[config.mk]
export PLATFORM = sky130hd
export DESIGN_NAME = adpll_hop_ctr
export DESIGN_NICKNAME = d
export VERILOG_FILES = /design/src/rtl/adpll_hop_ctr_pkg.sv /design/src/rtl/adpll_lock_mon.sv /design/src/rtl/adpll_hop_ctr.sv
export SDC_FILE = /design/constraint.sdc
export NUM_CORES = 1
export LEC_CHECK = 0
export ABC_AREA = 1
export CAP_MARGIN = 30
export CORE_UTILIZATION = 35
export DETAILED_ROUTE_END_ITERATION = 7
export PLACE_DENSITY = 0.49
export SETUP_SLACK_MARGIN = 0.5
export SYNTH_ARGS = -nofsm -noshare
export SYNTH_HDL_FRONTEND = slang
export SYNTH_SLANG_ARGS = --single-unit
[constraint.sdc]
create_clock -name clk -period 17.85 [get_ports clk]
set_clock_uncertainty 0.15 [all_clocks]
set_input_delay 2.6775 -clock clk [delete_from_list [all_inputs] [get_ports clk]]
set_output_delay 2.6775 -clock clk [all_outputs]
set_load 0.01 [all_outputs]
[src/rtl/adpll_hop_ctr_pkg.sv]
// Shared constants for the ADPLL hop controller: register map, hop state codes,
// STATUS bit positions and the default FCW preset table.
package adpll_hop_ctr_pkg;

  localparam logic [31:0] ADDR_CTRL        = 32'd0;
  localparam logic [31:0] ADDR_STATUS      = 32'd1;
  localparam logic [31:0] ADDR_CH_SEL      = 32'd2;
  localparam logic [31:0] ADDR_TIMEOUT     = 32'd3;
  localparam logic [31:0] ADDR_IRQ_EN      = 32'd4;
  localparam logic [31:0] ADDR_PRESET_BASE = 32'd16;

  localparam logic [31:0] RD_UNMAPPED = 32'hFFFF_FFFF;

  localparam logic [31:0] FCW_BASE = 32'h0262_0000;
  localparam logic [31:0] FCW_STEP = 32'h0001_0000;

  typedef enum logic [2:0] {
    ST_IDLE   = 3'd0,
    ST_RESET  = 3'd1,
    ST_WAIT   = 3'd2,
    ST_LOCKED = 3'd3,
    ST_FAIL   = 3'd4
  } hop_state_t;

  localparam int CTRL_START = 0;
  localparam int CTRL_STOP  = 1;

  localparam int STS_LOCKED = 3;
  localparam int STS_TMO    = 4;
  localparam int STS_LOST   = 5;
  localparam int STS_SAT    = 6;
  localparam int STS_BUSY   = 7;

  // Sticky / IRQ_EN bit order
  localparam int STK_TMO  = 0;
  localparam int STK_LOST = 1;
  localparam int STK_SAT  = 2;

  function automatic logic [31:0] preset_default(input int unsigned idx);
    return FCW_BASE + FCW_STEP * idx;
  endfunction

endpackage

[src/rtl/adpll_lock_mon.sv]
// Lock qualification for the WAIT phase: consecutive-lock hold counter and
// saturating timeout counter, both cleared whenever the monitor is inactive.
module adpll_lock_mon
  import adpll_hop_ctr_pkg::*;
#(
  parameter int TMO_W     = 16,
  parameter int LOCK_HOLD = 8
) (
  input  logic             clk,
  input  logic             rst,
  input  logic             active,
  input  logic             channel_lock,
  input  logic [TMO_W-1:0] timeout,
  output logic             lock_det,
  output logic             tmo_det
);

  localparam int HOLD_W = $clog2(LOCK_HOLD + 1);
  localparam logic [HOLD_W-1:0] HOLD_TGT = HOLD_W'(LOCK_HOLD);

  logic [HOLD_W-1:0] hold_cnt, hold_inc;
  logic [TMO_W-1:0]  tmo_cnt, tmo_inc;

  // Decisions look at the post-increment value so the transition lands on the
  // N-th qualifying cycle itself; timeout of zero means never time out.
  always_comb begin
    hold_inc = (hold_cnt == HOLD_TGT) ? hold_cnt : hold_cnt + 1'b1;
    tmo_inc  = (&tmo_cnt) ? tmo_cnt : tmo_cnt + 1'b1;
    lock_det = active && channel_lock && (hold_inc >= HOLD_TGT);
    tmo_det  = active && (timeout != '0) && (tmo_inc >= timeout);
  end

  always_ff @(posedge clk or posedge rst) begin
    if (rst) begin
      hold_cnt <= '0;
      tmo_cnt  <= '0;
    end else if (!active) begin
      hold_cnt <= '0;
      tmo_cnt  <= '0;
    end else begin
      hold_cnt <= channel_lock ? hold_inc : '0;
      tmo_cnt  <= tmo_inc;
    end
  end

endmodule

[src/rtl/adpll_hop_ctr.sv]
// ADPLL CPU controller: FCW preset bank, hop sequencer (reset, enable, lock
// qualify, monitor), sticky status and maskable level interrupt.
module adpll_hop_ctr
  import adpll_hop_ctr_pkg::*;
#(
  parameter int FCWW      = 26,
  parameter int N_CH      = 8,
  parameter int ADDR_W    = 5,
  parameter int TMO_W     = 16,
  parameter int RST_CYC   = 4,
  parameter int LOCK_HOLD = 8
) (
  input  logic              clk,
  input  logic              rst,
  input  logic              valid,
  input  logic [ADDR_W-1:0] address,
  input  logic [31:0]       wdata,
  input  logic              wstrb,
  output logic [31:0]       rdata,
  output logic              ready,
  output logic [FCWW-1:0]   fcw,
  output logic              core_rst,
  output logic              core_en,
  input  logic              channel_lock,
  input  logic              channel_sat,
  output logic              irq
);

  localparam int CH_W = (N_CH > 1) ? $clog2(N_CH) : 1;
  localparam int RC_W = $clog2(RST_CYC + 1);
  localparam logic [RC_W-1:0] RST_LAST = RC_W'(RST_CYC - 1);

  hop_state_t        state, state_nxt;
  logic [RC_W-1:0]   rst_cnt;
  logic [CH_W-1:0]   ch_sel;
  logic [TMO_W-1:0]  timeout;
  logic [2:0]        irq_en, irq_en_nxt;
  logic [2:0]        sticky, sticky_nxt, sticky_set, sticky_clr;
  logic [FCWW-1:0]   preset [N_CH];

  logic [31:0]       addr32, rd_mux, status_word;
  logic              wr, rd, sel_preset;
  logic [CH_W-1:0]   preset_idx;
  logic              stop_cmd, start_acc;
  logic              lock_det, tmo_det;
  logic              bus_unused;

  assign bus_unused = &{1'b0, wdata};

  adpll_lock_mon #(
    .TMO_W     (TMO_W),
    .LOCK_HOLD (LOCK_HOLD)
  ) u_lock_mon (
    .clk          (clk),
    .rst          (rst),
    .active       (state == ST_WAIT),
    .channel_lock (channel_lock),
    .timeout      (timeout),
    .lock_det     (lock_det),
    .tmo_det      (tmo_det)
  );

  always_comb begin
    addr32     = 32'(address);
    wr         = valid && wstrb;
    rd         = valid && !wstrb;
    sel_preset = (addr32 >= ADDR_PRESET_BASE) &&
                 (addr32 < ADDR_PRESET_BASE + 32'(N_CH));
    preset_idx = CH_W'(addr32 - ADDR_PRESET_BASE);
    stop_cmd   = wr && (addr32 == ADDR_CTRL) && wdata[CTRL_STOP];
    start_acc  = wr && (addr32 == ADDR_CTRL) && wdata[CTRL_START] && !stop_cmd;
  end

  // STOP outranks START, and both outrank the sequencer's own progress
  always_comb begin
    state_nxt = state;
    if (stop_cmd) begin
      state_nxt = ST_IDLE;
    end else if (start_acc) begin
      state_nxt = ST_RESET;
    end else begin
      case (state)
        ST_RESET:  if (rst_cnt == RST_LAST) state_nxt = ST_WAIT;
        ST_WAIT: begin
          if (lock_det)     state_nxt = ST_LOCKED;
          else if (tmo_det) state_nxt = ST_FAIL;
        end
        ST_LOCKED: if (!channel_lock) state_nxt = ST_FAIL;
        default:   state_nxt = state;
      endcase
    end
  end

  always_comb begin
    sticky_set           = '0;
    sticky_set[STK_TMO]  = (state == ST_WAIT)   && (state_nxt == ST_FAIL);
    sticky_set[STK_LOST] = (state == ST_LOCKED) && (state_nxt == ST_FAIL);
    sticky_set[STK_SAT]  = channel_sat && core_en;
    sticky_clr = (wr && (addr32 == ADDR_STATUS)) ? wdata[STS_SAT:STS_TMO] : '0;
    sticky_nxt = (sticky & ~sticky_clr) | sticky_set;
    irq_en_nxt = (wr && (addr32 == ADDR_IRQ_EN)) ? wdata[2:0] : irq_en;
  end

  always_comb begin
    status_word                  = '0;
    status_word[2:0]             = state;
    status_word[STS_LOCKED]      = (state == ST_LOCKED);
    status_word[STS_SAT:STS_TMO] = sticky;
    status_word[STS_BUSY]        = (state == ST_RESET) || (state == ST_WAIT);

    rd_mux = RD_UNMAPPED;
    if (sel_preset) begin
      rd_mux = 32'(preset[preset_idx]);
    end else begin
      case (addr32)
        ADDR_CTRL:    rd_mux = '0;
        ADDR_STATUS:  rd_mux = status_word;
        ADDR_CH_SEL:  rd_mux = 32'(ch_sel);
        ADDR_TIMEOUT: rd_mux = 32'(timeout);
        ADDR_IRQ_EN:  rd_mux = 32'(irq_en);
        default:      rd_mux = RD_UNMAPPED;
      endcase
    end
  end

  always_ff @(posedge clk or posedge rst) begin
    if (rst) begin
      state    <= ST_IDLE;
      rst_cnt  <= '0;
      ready    <= 1'b0;
      rdata    <= '0;
      fcw      <= FCWW'(preset_default(0));
      core_rst <= 1'b1;
      core_en  <= 1'b0;
      irq      <= 1'b0;
      sticky   <= '0;
      ch_sel   <= '0;
      timeout  <= '1;
      irq_en   <= '0;
      for (int i = 0; i < N_CH; i++) begin
        preset[i] <= FCWW'(preset_default(i));
      end
    end else begin
      ready <= valid;
      if (rd) rdata <= rd_mux;

      state <= state_nxt;
      if (start_acc) begin
        rst_cnt <= '0;
        fcw     <= preset[ch_sel];
      end else if ((state == ST_RESET) && (rst_cnt != RST_LAST)) begin
        rst_cnt <= rst_cnt + 1'b1;
      end

      // Core stays in reset from power-up until the first START or STOP
      core_rst <= (state_nxt == ST_RESET) ||
                  (core_rst && (state == ST_IDLE) && (state_nxt == ST_IDLE) && !stop_cmd);
      core_en  <= (state_nxt inside {ST_WAIT, ST_LOCKED, ST_FAIL});

      sticky <= sticky_nxt;
      irq_en <= irq_en_nxt;
      irq    <= |(sticky_nxt & irq_en_nxt);

      if (wr) begin
        if (addr32 == ADDR_CH_SEL)  ch_sel  <= wdata[CH_W-1:0];
        if (addr32 == ADDR_TIMEOUT) timeout <= wdata[TMO_W-1:0];
        if (sel_preset)             preset[preset_idx] <= wdata[FCWW-1:0];
      end
    end
  end

endmodule

After elaboration in Yosys (flattened, before gate mapping)
Index checks and enable logic that the tools add are counted.
{"block": "word_totals", "input_bits": 43, "output_inout_bits": 62, "ff_bits": 321}
{"block": "classes", "n_lt_le_gt_ge": 7, "add_sub_neg": 4, "bitwise_logic": 6, "n_mux": 27, "reduce_logical": 37, "n_eq_ne": 14}
{"operator": "$bwmux 208", "n": 1}
{"operator": "$pmux 32 s5", "n": 1}
{"operator": "$bmux 26 s3", "n": 2}
{"operator": "$mux 26", "n": 5}
{"operator": "$demux 26 s3", "n": 1}
{"operator": "$logic_not 32->1", "n": 1}
{"operator": "$mux 16", "n": 2}
{"operator": "$mux 32", "n": 1}
{"operator": "$mux 3", "n": 10}
{"operator": "$logic_and 1x1->1", "n": 21}
{"operator": "$add 16x1->16 const B", "n": 1}
{"operator": "$ge 16x16->1", "n": 1}
{"operator": "$reduce_and 16->1", "n": 1}
{"operator": "$reduce_bool 16->1", "n": 1}
{"operator": "$eq 3x2->1 const B", "n": 5}
{"operator": "$ge 4x4->1 const B", "n": 3}
{"operator": "$mux 4", "n": 3}
{"operator": "$eq 5x2->1 const B", "n": 2}
{"operator": "$pmux 3 s3", "n": 1}
{"operator": "$not 3->4", "n": 2}
{"operator": "$and 3x3->3", "n": 2}
{"operator": "$eq 3x1->1 const B", "n": 2}
{"operator": "$logic_not 3->1", "n": 2}
{"operator": "$reduce_and 2->1", "n": 3}
{"operator": "19 further kinds", "n": 21}

Logic depth before layout (Yosys ltp)
Gate-level depths: netlist (run 1).
{"block": "logic_depth", "ltp_word": 14, "ltp_mapped": 27, "mapped_depth_nobuf": 27}

Modules after synthesis
Synthesis (run 1) repeated with hierarchy kept, for this count alone.
{"block": "unflattened", "cells_unflattened": 2046, "hier_area_um2": 16809.9}
{"mod": "adpll_hop_ctr", "n_inst": 1, "area_each_um2": 15105.7, "cells_per_inst": 1803, "seq_area_each_um2": 7480.9}
{"mod": "adpll_lock_mon", "n_inst": 1, "area_each_um2": 1704.1, "cells_per_inst": 243, "seq_area_each_um2": 500.5}

Worst setup path after synthesis (run 1)
OpenSTA, ideal clock, no wires.
{"block": "synth_path", "path_type": "input-to-reg", "startpoint": "input port address[0]", "endpoint": "register rdata[5]", "t_arrival_ns": 3.869, "setup_ns": 0.126, "path_slack_ns": 13.705, "required_time_ns": 17.574, "stages": 11, "path_cell_list": "buf_6 > nor2_8 > inv_2 > nor2_2 > nand3_1 > clkinv_1 > nor2_1 > o211ai_2 > nand2_2 > buf_6 > o32a_1"}
{"block": "synth_between", "elab_chain_cells": 6, "elab_cells_between_ends": 15, "cone_classes": "add/sub: 1; order compare: 2; eq/ne: 4; mux: 5; bitwise: 1; reduce/logical: 2"}
{"item": "from (decl)", "line": "adpll_hop_ctr.sv:16", "rtl": "input logic [ADDR_W-1:0] address,"}
{"item": "$sub 3x1->3", "line": "adpll_hop_ctr.sv:69", "rtl": "preset_idx = CH_W'(addr32 - ADDR_PRESET_BASE);"}
{"item": "$not 3->4 (not written as such)", "line": "adpll_hop_ctr.sv:113", "rtl": "rd_mux = 32'(preset[preset_idx]);"}
{"item": "$bmux 26 s3", "line": "adpll_hop_ctr.sv:113"}
{"item": "$mux 26 (not written as such) (2 in series)", "line": "adpll_hop_ctr.sv:113"}
{"item": "$mux 32 (*)", "line": "adpll_hop_ctr.sv:112", "rtl": "if (sel_preset) begin"}
{"item": "to (signal assigned)", "line": "adpll_hop_ctr.sv:145", "rtl": "if (rd) rdata <= rd_mux;"}
{"item": "to (decl)", "line": "adpll_hop_ctr.sv:19", "rtl": "output logic [31:0] rdata,"}
Mark *: on every way between the ends. The rest lies on a longest branch, timed or not. The select of a mux whose other input is x is not followed.
A chain may end at the register's enable or synchronous reset.

Final worst setup path (run 1)
{"block": "layout_path", "startpoint": "input port address[1]", "endpoint": "register rdata[1]"}
The elaborated chain is that of the path after synthesis.

==> qor.csv, run 1 <==
stage,metric,value,unit
timing,Fin. Hold Viols,0,
clock_tree,Clock Pin Slew Worst Setup and Hold Paths,0.06,ns
synthesis,synthesized instance count,1924,
power_and_ir_drop,Clk network pwr share,38.0,%
worst_setup_path,CP dominant cell by count,inv_1,
worst_setup_path,"CP delay by family, top",buffers and inverters,
synthesis,YS warnings,0,
detailed_routing,DRT antenna net count,0,
final_layout,P&R area growth vs syn,17.5,%
worst_setup_path,slowest CP cell,buf_4,
synthesis,largest cells by area after synthesis,"dfrtp_1 41%, o21ai_0 13%, dfstp_2 9.9%",
placed_design,Placement Cell Area,17200,µm²
worst_hold_path,WHS Path Cells,2,
clock_tree,CTS Sinks,316,
synthesis,Avg Synthesized Cell Area,8.18,µm²
timing,final slew viol count,0,
power_and_ir_drop,Internal,1.45,mW
grt,first-pass GRT wire length,84.9,mm
detailed_routing,DRC,0,
synthesis,number of synthesized flops with an enable pin,0,
timing,Hold WS,0.335,ns
worst_setup_path,CP Cell Sequence,clkdlybuf4s50_1 > nor2_8 > buf_4 > inv_2 > nor2_2 > nand3_1 > clkinv_1 > nor2_1 > o211ai_2 > nand2_2 > inv_1 > o2111ai_1 > o21ai_0 > inv_1,
worst_setup_path,Worst Path Arrival,6.07,ns
final_layout,fin cells,2583,
final_layout,"most common cell after layout, fill and taps aside",nand2_1,
worst_setup_path,Worst Path Buf+Inv,6,
clock_tree,TritonCTS Buffers,39,
clock_tree,CTS H-tree depth,2,
die,die width,214,µm
clock_tree,Post-CTS Resized,0,
placed_design,Post-DP HPWL,31.4,mm
clock_tree,clk root buf,clkbuf_16,
flow_run,max cap viols,0,
placed_design,input/output buffers,98,
power_and_ir_drop,power density over cell area,113,nW/µm²
grt,pin count of the biggest net entering global routing,148,
die,total core area,44300,µm²
power_and_ir_drop,P_leak,7.86,nW
timing,Worst Tran Pin Value,1.00,ns
clock_tree,hold_buf cts,0,
die,row count,77,
placed_design,pre-CTS WS,11.54,ns
detailed_routing,TritonRoute pass-1 iters,7,
worst_setup_path,r2r worst-path depth,24,
synthesis,"Cell Area, Synth",15700,µm²
power_and_ir_drop,switching share of power,30.6,%
timing,Setup Viol. Count Final,0,
synthesis,Synth Net Count,1988,
detailed_routing,initial drt markers,1562,
grt,initial antenna violation count,0,
synthesis,#FFs+latches synth,316,
timing,RSZ-0062 raised after global routing,false,
timing,Setup WS post-layout,12.06,ns
detailed_routing,vias per cell,5.52,
final_layout,fin area,18500,µm²
clock_tree,Post-CTS Setup Bufs,0,
worst_setup_path,"slowest stage delay, CP",0.70,ns
worst_setup_path,CP max FO,54,
die,Ports,105,
grt,grt ovf,0,
clock_tree,deepest clock path buffer count,3,
placed_design,GPL Wtd Cong,0.860,
synthesis,"area leader, netlist",dfrtp_1,
synthesis,ys flop type,dfrtp_1,
timing,Slew Limit Headroom,33.1,%
grt,total track usage,24.2,%
timing,crit share post-route,32.4,%
worst_setup_path,number of cells on the critical path,14,
grt,vias in the first global route,13700,
die,die height,214,µm
status,outcome,completed,
worst_setup_path,Worst Path Required,18.12,ns
die,Initial Utilization,35.5,%
detailed_routing,via count,14200,
synthesis,Post-synth ARST share,100,%
timing,max frequency,0.173,GHz
timing,Post-Route Setup TNS,0,ns
power_and_ir_drop,Comb pwr share,19.1,%
synthesis,top-area cell type share of the netlist area,40.9,%
detailed_routing,Avg WL per Cell,21.4,µm
clock_tree,worst skew pair latency,0.55,ns
timing,min Tclk post-route,5.79,ns
power_and_ir_drop,Seq pwr share,43.0,%
final_layout,filler cell count,4459,
power_and_ir_drop,Switch Pwr,639,µW
die,die area,45800,µm²
power_and_ir_drop,maximum VDD drop,0.0551,mV
detailed_routing,Post-Route WL,55.2,mm
placed_design,Placed Cells,2511,
clock_tree,CTS tree,built,
synthesis,Yosys cell types,46,
worst_setup_path,WS Path Type,in -> reg,
final_layout,share of cells above drive strength 1,9.15,%
final_layout,"commonest non-fill, non-tap cells in the layout","397 x nand2_1, 396 x o21ai_0, 255 x dfrtp_1",
synthesis,"Seq/Total Area, Yosys",50.7,%
final_layout,Final #Nets,2025,
worst_hold_path,Hold Crit Class,reg -> reg,
worst_setup_path,CP endpoint kind,flop,
worst_setup_path,crit path launch type,input port,
## kinds of logic after synthesis
kind of cell    synth area share [%]
simple gates                    18.8
compound gates                  21.8
flops                           50.7
buf+inv                         6.35
fa+ha+maj                       1.67
xor+xnor                       0.668
## registers in the layout (all words and copies together), names as in the netlist
name / count
ch_sel: 3
rst_cnt: 3
sticky: 3
irq_en: 3
timeout: 16
ready: 1
core_rst: 1
fcw: 26
preset: 208
core_en: 1
irq: 1
rdata: 27
u_lock_mon.hold_cnt: 4
u_lock_mon.tmo_cnt: 16
state: 3
## tightest hold or removal path: stages, from the launching register on
cell	delay (ns)
dfstp_2	0.37
nand2_1	0.05
o21ai_1	0.05
## area by class of cell
class | count | area, µm² | share of cell area (%)
Sequential cell | 316 | 7980 | 43.2
Tap cell | 592 | 741 | 4.01
Clock buffer | 64 | 1180 | 6.38
Timing Repair Buffer | 129 | 1280 | 6.93
Antenna cell | 1 | 2.50 | 0.0135
Inverter | 114 | 440 | 2.38
Multi-Input combinational cell | 1361 | 6770 | 36.6
Clock inverter | 6 | 87.6 | 0.474
## synth_stat cells (6+ instances only)
library cell and number:
buf_2 15, o21ai_1 15, dfstp_2 59, a31oi_1 6
a22oi_1 74, o21ai_0 396, ha_1 21, nand3_1 62
buf_1 6, o211ai_1 7, o22ai_1 52, nor3_1 12
a21oi_1 49, inv_1 104, nand2_1 398, nor2_1 188
nor2_2 8, xor2_1 11, dfrtp_1 257, clkbuf_1 103
nand4_1 29
## metal layers
layer	global-route usage (%)	part of all wire [%]	vias up	wire, µm
met5	0	0	-	0
met4	8.71	2.7	0	1520
met3	3.35	6.7	98	3680
met2	36.1	44	530	24100
met1	35.6	47	6989	25900
li1	-	-	6630	-
## path summary, 6_finish.rpt
kind                                       startpoint     endpoint  slack [ns]
worst max-delay path                       address[1]     rdata[1]       12.06
worst min-delay path                      preset[126]  preset[126]        0.33
worst max register to register  u_lock_mon.tmo_cnt[0]          irq       14.24
worst min register to register            preset[126]  preset[126]        0.33
max in group asynchronous                         rst  preset[187]       13.72
min in group asynchronous                         rst    rdata[30]        2.50
## power groups by stage
stage | logic (mW) | registers, mW | clock network [mW]
final | 0.399 | 0.897 | 0.793
after floorplan | 0.262 | 0.892 | 0
after global placement | 0.389 | 0.905 | 0
after detailed placement | 0.398 | 0.907 | 0
after global routing | 0.452 | 0.910 | 0.840
after CTS | 0.399 | 0.896 | 0.813
## stage by stage
step                total power, mW  util [%]
floorplan                      1.15         -
global placement               1.29      38.7
detailed placement             1.30      38.8
CTS                            2.11      41.7
global route                   2.20      41.7
finish                         2.09      41.7
Note: power is estimated with default switching activity, not from simulation.
==> run 2, diff against run 1 <==
- PLACE_DENSITY: 0.49 -> 0.51
- clock period: 17.85 -> 5.1 ns (I/O delays scaled with it)
==> run 2 against run 1 <==
  * Die area did not move
  * Non-clock buffer count rose by 7
  * Final cell count barely moved
  * Clock power rose to 3.4 times the previous value
  * Global-route usage fell by 0.87 points
  * Count of clock-buffer cells in the layout fell by 9
  * Cell area barely moved
  * Largest power group unchanged
==> qor.csv, run 2 (synthesis results as in run 1) <==
stage,metric,value,unit,change
status,outcome,completed,,
placed_design,Post-DP HPWL,32.2,mm,+2.5%
detailed_routing,via count,14100,,-1.2%
worst_setup_path,CP max FO,20,,-63%
die,Initial Utilization,35.5,%,unchanged
timing,Slew Limit Headroom,32.5,%,-0.59 points
worst_setup_path,WS Path Type,reg -> reg,,
detailed_routing,TritonRoute pass-1 iters,5,,-2
clock_tree,CTS tree,built,,
timing,RSZ-0062 raised after global routing,false,,
worst_setup_path,Worst Path Arrival,3.92,ns,-2.15 ns
final_layout,share of cells above drive strength 1,9.59,%,+0.44 points
clock_tree,worst skew pair latency,0.54,ns,about the same
grt,vias in the first global route,13600,,-0.49%
placed_design,input/output buffers,98,,unchanged
final_layout,"commonest non-fill, non-tap cells in the layout","397 x nand2_1, 396 x o21ai_0, 256 x dfrtp_1",,
final_layout,fin cells,2584,,+0.039%
timing,final slew viol count,0,,unchanged
final_layout,"Core Util, Final",41.7,%,about the same
detailed_routing,initial drt markers,1275,,-18%
final_layout,P&R area growth vs syn,17.6,%,about the same
clock_tree,CTS Sinks,316,,unchanged
grt,total track usage,23.4,%,-0.87 points
grt,grt ovf,0,,unchanged
worst_hold_path,Hold Crit Class,reg -> reg,,
worst_setup_path,CP endpoint kind,flop,,
grt,first-pass GRT wire length,83.3,mm,-2.0%
timing,min Tclk post-route,3.67,ns,
power_and_ir_drop,power density over cell area,392,nW/µm²,+250%
placed_design,pre-CTS WS,1.08,ns,-10.46 ns
final_layout,Top reg by flops,preset,,
detailed_routing,Post-Route WL,53.3,mm,-3.4%
worst_setup_path,CP dominant cell by count,nand2_1,,
worst_setup_path,crit path launch type,flop,,
timing,Post-Route Setup TNS,0,ns,unchanged
final_layout,biggest regs,"preset: 208 flops, rdata: 27 flops, fcw: 26 flops",,
clock_tree,deepest clock path buffer count,3,,unchanged
clock_tree,hold_buf cts,0,,unchanged
timing,Fin. Hold Viols,0,,unchanged
timing,max frequency,0.272,GHz,
power_and_ir_drop,P_leak,7.87,nW,+0.13%
die,die height,214,µm,unchanged
worst_setup_path,"slowest stage delay, CP",0.42,ns,-0.28 ns
clock_tree,Post-CTS Resized,0,,unchanged
detailed_routing,Avg WL per Cell,20.6,µm,-3.5%
final_layout,Final #Nets,2030,,+0.25%
die,Ports,105,,unchanged
detailed_routing,DRT antenna net count,0,,unchanged
die,total core area,44300,µm²,unchanged
power_and_ir_drop,maximum VDD drop,0.188,mV,+240%
die,die area,45800,µm²,unchanged
detailed_routing,vias per cell,5.45,,-1.3%
clock_tree,Clock Pin Slew Worst Setup and Hold Paths,0.06,ns,about the same
placed_design,Placed Cells,2519,,+0.32%
power_and_ir_drop,Tot Pwr,7.26,mW,+250%
die,row count,77,,unchanged
worst_setup_path,CP Cell Sequence,ha_1 > inv_1 > nor2_1 > nand2_1 > nor2_1 > inv_1 > nand2_1 > ha_1 > a21oi_1 > o21ai_0 > a21oi_1 > nand2_1 > nand2_1 > nand2_1 > nand2_1 > nor2_2 > nand3_1 > nand2_1 > nand2_1 > nand3_1,,
flow_run,max cap viols,0,,unchanged
placed_design,GPL Wtd Cong,0.863,,+0.41%
timing,Setup Viol. Count Final,0,,unchanged
final_layout,filler cell count,4433,,-0.58%
final_layout,max FFs per register,208,,unchanged
detailed_routing,DRC,0,,unchanged
timing,crit share post-route,72.0,%,
clock_tree,CTS H-tree depth,2,,unchanged
grt,initial antenna violation count,0,,unchanged
timing,Setup WS post-layout,1.43,ns,-10.63 ns
final_layout,diode count,0,,-1
final_layout,"most common cell after layout, fill and taps aside",nand2_1,,
timing,Worst Tran Pin Value,1.01,ns,+0.00641 ns
worst_setup_path,slowest CP cell,dfrtp_1,,
grt,pin count of the biggest net entering global routing,127,,-14%
clock_tree,Post-CTS Setup Bufs,0,,unchanged
die,die width,214,µm,unchanged
clock_tree,TritonCTS Buffers,37,,-5.1%
clock_tree,clk root buf,clkbuf_16,,
worst_setup_path,Worst Path Required,5.35,ns,-12.77 ns
==> run 2: where the power goes <==
part	switching (mW)	leakage, nW	total, mW	internal (mW)
sequential	0.259	3.97	3.14	2.88
combinational	0.870	3.28	1.39	0.521
clock	1.07	0.614	2.73	1.65
total	2.20	7.87	7.26	5.05
==> run 2: metrics by stage <==
stage          instance area (µm²)  hold slack, ns
6_report                     18500           0.336
3_3_place_gp                 17200           0.322
4_1_cts                      18500           0.333
5_1_grt                      18500           0.338
3_5_place_dp                 17200           0.323
2_1_floorplan                15700           0.312
==> run 2: per-layer routing <==
metal | track usage (%) | vias to the layer above | share of wire, %
met3 | 3.32 | 84 | 6.4
li1 | - | 6639 | -
met1 | 33.8 | 6825 | 47
met4 | 6.79 | 0 | 2.2
met2 | 36.2 | 526 | 45
met5 | 0 | - | 0
==> run 2: area by class of cell <==
type	instances	area (µm²)	area share [%]
clock buffer	55	1150	6.19
clock inverter	10	111	0.602
inverter	114	437	2.36
multi-input combinational	1361	6770	36.6
sequential	316	7980	43.1
tap	592	741	4.00
timing repair buffer	136	1310	7.09
==> run 2: worst max-delay path: cells and delay by family (launching register included) <==
kind	cells	cell delay [ns]
buffers and inverters	2	0.45
and+or+nand+nor	13	1.60
DFF	1	0.42
AOI/OAI and AO/OA	3	0.40
adders and majority gates	2	0.54
==> run 2: worst paths after layout <==
kind                                        from  depth (start not counted)      end  slack, ns
setup / recovery           u_lock_mon.tmo_cnt[0]                         20      irq       1.43
hold / removal                           fcw[25]                          2  fcw[25]       0.34
setup reg to reg           u_lock_mon.tmo_cnt[0]                         20      irq       1.43
hold reg to reg                          fcw[25]                          2  fcw[25]       0.34
max in group asynchronous                    rst                          3   fcw[3]       3.14
min in group asynchronous                    rst                          2  fcw[20]       0.50
==> run 3, diff against run 2 <==
- clock period: 5.1 -> 3.15 ns (I/O delays scaled with it)
==> run 3 against run 2 <==
  * Maximum frequency increased by 21%
  * Cell area increased by 4.0%
  * Largest power group unchanged
  * Register-to-register slack got worse by 1.3 ns
  * Count of clock-buffer cells in the layout increased by 5
  * Utilization increased by 1.7 points
  * Critical path type unchanged
  * Critical endpoint unchanged
==> qor.csv, run 3 (synthesis results as in run 1) <==
stage,metric,value,unit,change
timing,crit share post-route,96.6,%,+25 points
final_layout,"commonest non-fill, non-tap cells in the layout","394 x o21ai_0, 385 x nand2_1, 255 x dfrtp_1",,
timing,Fin. Hold Viols,0,,unchanged
timing,Post-Route Setup TNS,0,ns,unchanged
final_layout,biggest regs,"preset: 208 flops, rdata: 27 flops, fcw: 26 flops",,
timing,max frequency,0.328,GHz,+21%
final_layout,filler cell count,4433,,unchanged
detailed_routing,Avg WL per Cell,21.1,µm,+2.2%
grt,grt ovf,0,,unchanged
final_layout,diode count,0,,unchanged
final_layout,fin cells,2641,,+2.2%
placed_design,Placement Cell Area,17700,µm²,+2.7%
power_and_ir_drop,Clk network pwr share,35.1,%,-2.5 points
placed_design,Placed Cells,2551,,+1.3%
detailed_routing,via count,14400,,+2.6%
timing,Slew Limit Headroom,43.4,%,+11 points
final_layout,max FFs per register,208,,unchanged
final_layout,P&R area growth vs syn,22.3,%,
worst_setup_path,CP max FO,3,,-85%
worst_setup_path,crit path launch type,flop,,
timing,final slew viol count,0,,unchanged
clock_tree,CTS Sinks,316,,unchanged
clock_tree,clk root buf,clkbuf_16,,
grt,total track usage,24.4,%,+1.0 points
worst_setup_path,Worst Path Arrival,3.38,ns,-0.54 ns
worst_setup_path,Worst Path Required,3.48,ns,-1.87 ns
final_layout,Top reg by flops,preset,,
die,Ports,105,,unchanged
power_and_ir_drop,power density over cell area,613,nW/µm²,+56%
detailed_routing,DRT antenna net count,0,,unchanged
placed_design,input/output buffers,98,,unchanged
power_and_ir_drop,Seq pwr share,43.2,%,about the same
worst_setup_path,"reg-to-reg slack, setup",0.11,ns,-1.32 ns
detailed_routing,TritonRoute pass-1 iters,7,,+2
placed_design,Post-DP HPWL,33.0,mm,+2.6%
flow_run,max cap viols,0,,unchanged
detailed_routing,vias per cell,5.46,,+0.34%
final_layout,"Core Util, Final",43.4,%,+1.7 points
detailed_routing,initial drt markers,1287,,+0.94%
power_and_ir_drop,maximum VDD drop,0.405,mV,+120%
clock_tree,CTS H-tree depth,2,,unchanged
clock_tree,deepest clock path buffer count,3,,unchanged
worst_setup_path,WS Path Type,reg -> reg,,
worst_setup_path,r2r worst-path depth,23,,+15%
clock_tree,TritonCTS Buffers,36,,-2.7%
power_and_ir_drop,switching share of power,31.4,%,+1.0 points
final_layout,Final #Nets,2085,,+2.7%
grt,vias in the first global route,14100,,+3.3%
worst_setup_path,RR Startpoint,u_lock_mon.tmo_cnt[0],,
power_and_ir_drop,Tot Pwr,11.8,mW,+62%
worst_setup_path,RR Endpoint,irq,,
timing,RSZ-0062 raised after global routing,true,,
timing,Hold WS,0.252,ns,-0.0840 ns
worst_setup_path,CP endpoint kind,flop,,
final_layout,"most common cell after layout, fill and taps aside",o21ai_0,,
die,die width,214,µm,unchanged
placed_design,GPL Wtd Cong,0.877,,+1.6%
clock_tree,hold_buf cts,0,,unchanged
worst_hold_path,Hold Crit Class,in -> async,,
clock_tree,worst skew pair latency,0.56,ns,+0.02 ns
grt,initial antenna violation count,0,,unchanged
die,total core area,44300,µm²,unchanged
timing,min Tclk post-route,3.04,ns,-0.629 ns
power_and_ir_drop,Switch Pwr,3.70,mW,+68%
timing,Setup WS post-layout,0.106,ns,-1.32 ns
clock_tree,CTS tree,built,,
timing,Worst Tran Pin Value,0.849,ns,-0.162 ns
status,outcome,completed,,
die,die area,45800,µm²,unchanged
power_and_ir_drop,P_leak,8.18,nW,+4.0%
die,row count,77,,unchanged
clock_tree,Clock Pin Slew Worst Setup and Hold Paths,0.07,ns,about the same
placed_design,pre-CTS WS,-0.0488,ns,-1.13 ns
grt,pin count of the biggest net entering global routing,110,,-13%
power_and_ir_drop,Internal,8.09,mW,+60%
final_layout,fin area,19200,µm²,+4.0%
final_layout,share of cells above drive strength 1,13.9,%,+4.3 points
die,Initial Utilization,35.5,%,unchanged
detailed_routing,Post-Route WL,55.7,mm,+4.5%
detailed_routing,DRC,0,,unchanged
timing,Setup Viol. Count Final,0,,unchanged
grt,first-pass GRT wire length,86.0,mm,+3.3%
power_and_ir_drop,Comb pwr share,21.7,%,+2.5 points
die,die height,214,µm,unchanged
-- run 3: cell types whose count changed in the layout (fill, tap and decap cells not counted), moves of 9 or more --
cell	change
buf_12	+17
buf_4	+37
clkbuf_1	+10
nand2_1	-12
nand2_2	+10
nor2_1	-9
-- run 3: critical path, cell delays in order (launching register included) --
cell and delay (ns):
dfrtp_1 0.43, nand2_1 0.09, inv_1 0.07, nand2_2 0.06, inv_2 0.06, nand3_2 0.07
nor3_2 0.13, nand3_1 0.14, nor2_2 0.12, xor2_1 0.22, nand2_1 0.13, ha_4 0.29
nand2_2 0.08, o21ai_2 0.15, a21oi_2 0.05, nand2_2 0.10, nand2_2 0.06, nand2_1 0.08
nand2_2 0.07, nor2_4 0.12, nand3_2 0.09, nand2_2 0.07, nand2_1 0.05, nand3_1 0.08
-- run 3: layout make-up --
cell class / count / area, µm² / area share [%]
sequential: 316 / 7980 / 41.5
multi-input combinational: 1361 / 6980 / 36.3
timing repair buffer: 192 / 1940 / 10.1
clock buffer: 60 / 1100 / 5.74
tap: 592 / 741 / 3.85
inverter: 114 / 440 / 2.29
clock inverter: 6 / 43.8 / 0.228
-- run 3: routing by layer --
| metal | track usage [%] | wire length, µm | vias to the layer above |
|---|---|---|---|
| met2 | 37.8 | 25000 | 579 |
| met4 | 8.08 | 1480 | 0 |
| li1 | - | - | 6748 |
| met5 | 0 | 0 | - |
| met1 | 34.5 | 25300 | 7006 |
| met3 | 3.99 | 3830 | 100 |
-- run 3: timing repair --
action | in CTS | in global routing
setup endpoints to repair | 7 | 7
gates resized for setup | 30 | 25
buffers inserted | 19 | 5
pin swaps | 17 | 23
-- run 3: worst max path at each step --
stage                                from   endpoint  slack, ns
floorplan                             rst  ch_sel[0]      -1.64
global placement    u_lock_mon.tmo_cnt[0]        irq       0.01
detailed placement  u_lock_mon.tmo_cnt[0]        irq      -0.05
CTS                 u_lock_mon.tmo_cnt[3]        irq       0.09
global route        u_lock_mon.tmo_cnt[3]        irq      -0.19
finish              u_lock_mon.tmo_cnt[0]        irq       0.11
-- run 3: power groups by stage --
stage / combinational, mW / sequential (mW) / clock [mW]
CTS: 2.49 / 5.07 / 4.24
finish: 2.56 / 5.09 / 4.14
global placement: 2.29 / 5.12 / 0
floorplan: 1.49 / 5.05 / 0
global route: 2.88 / 5.15 / 4.40
detailed placement: 2.34 / 5.13 / 0
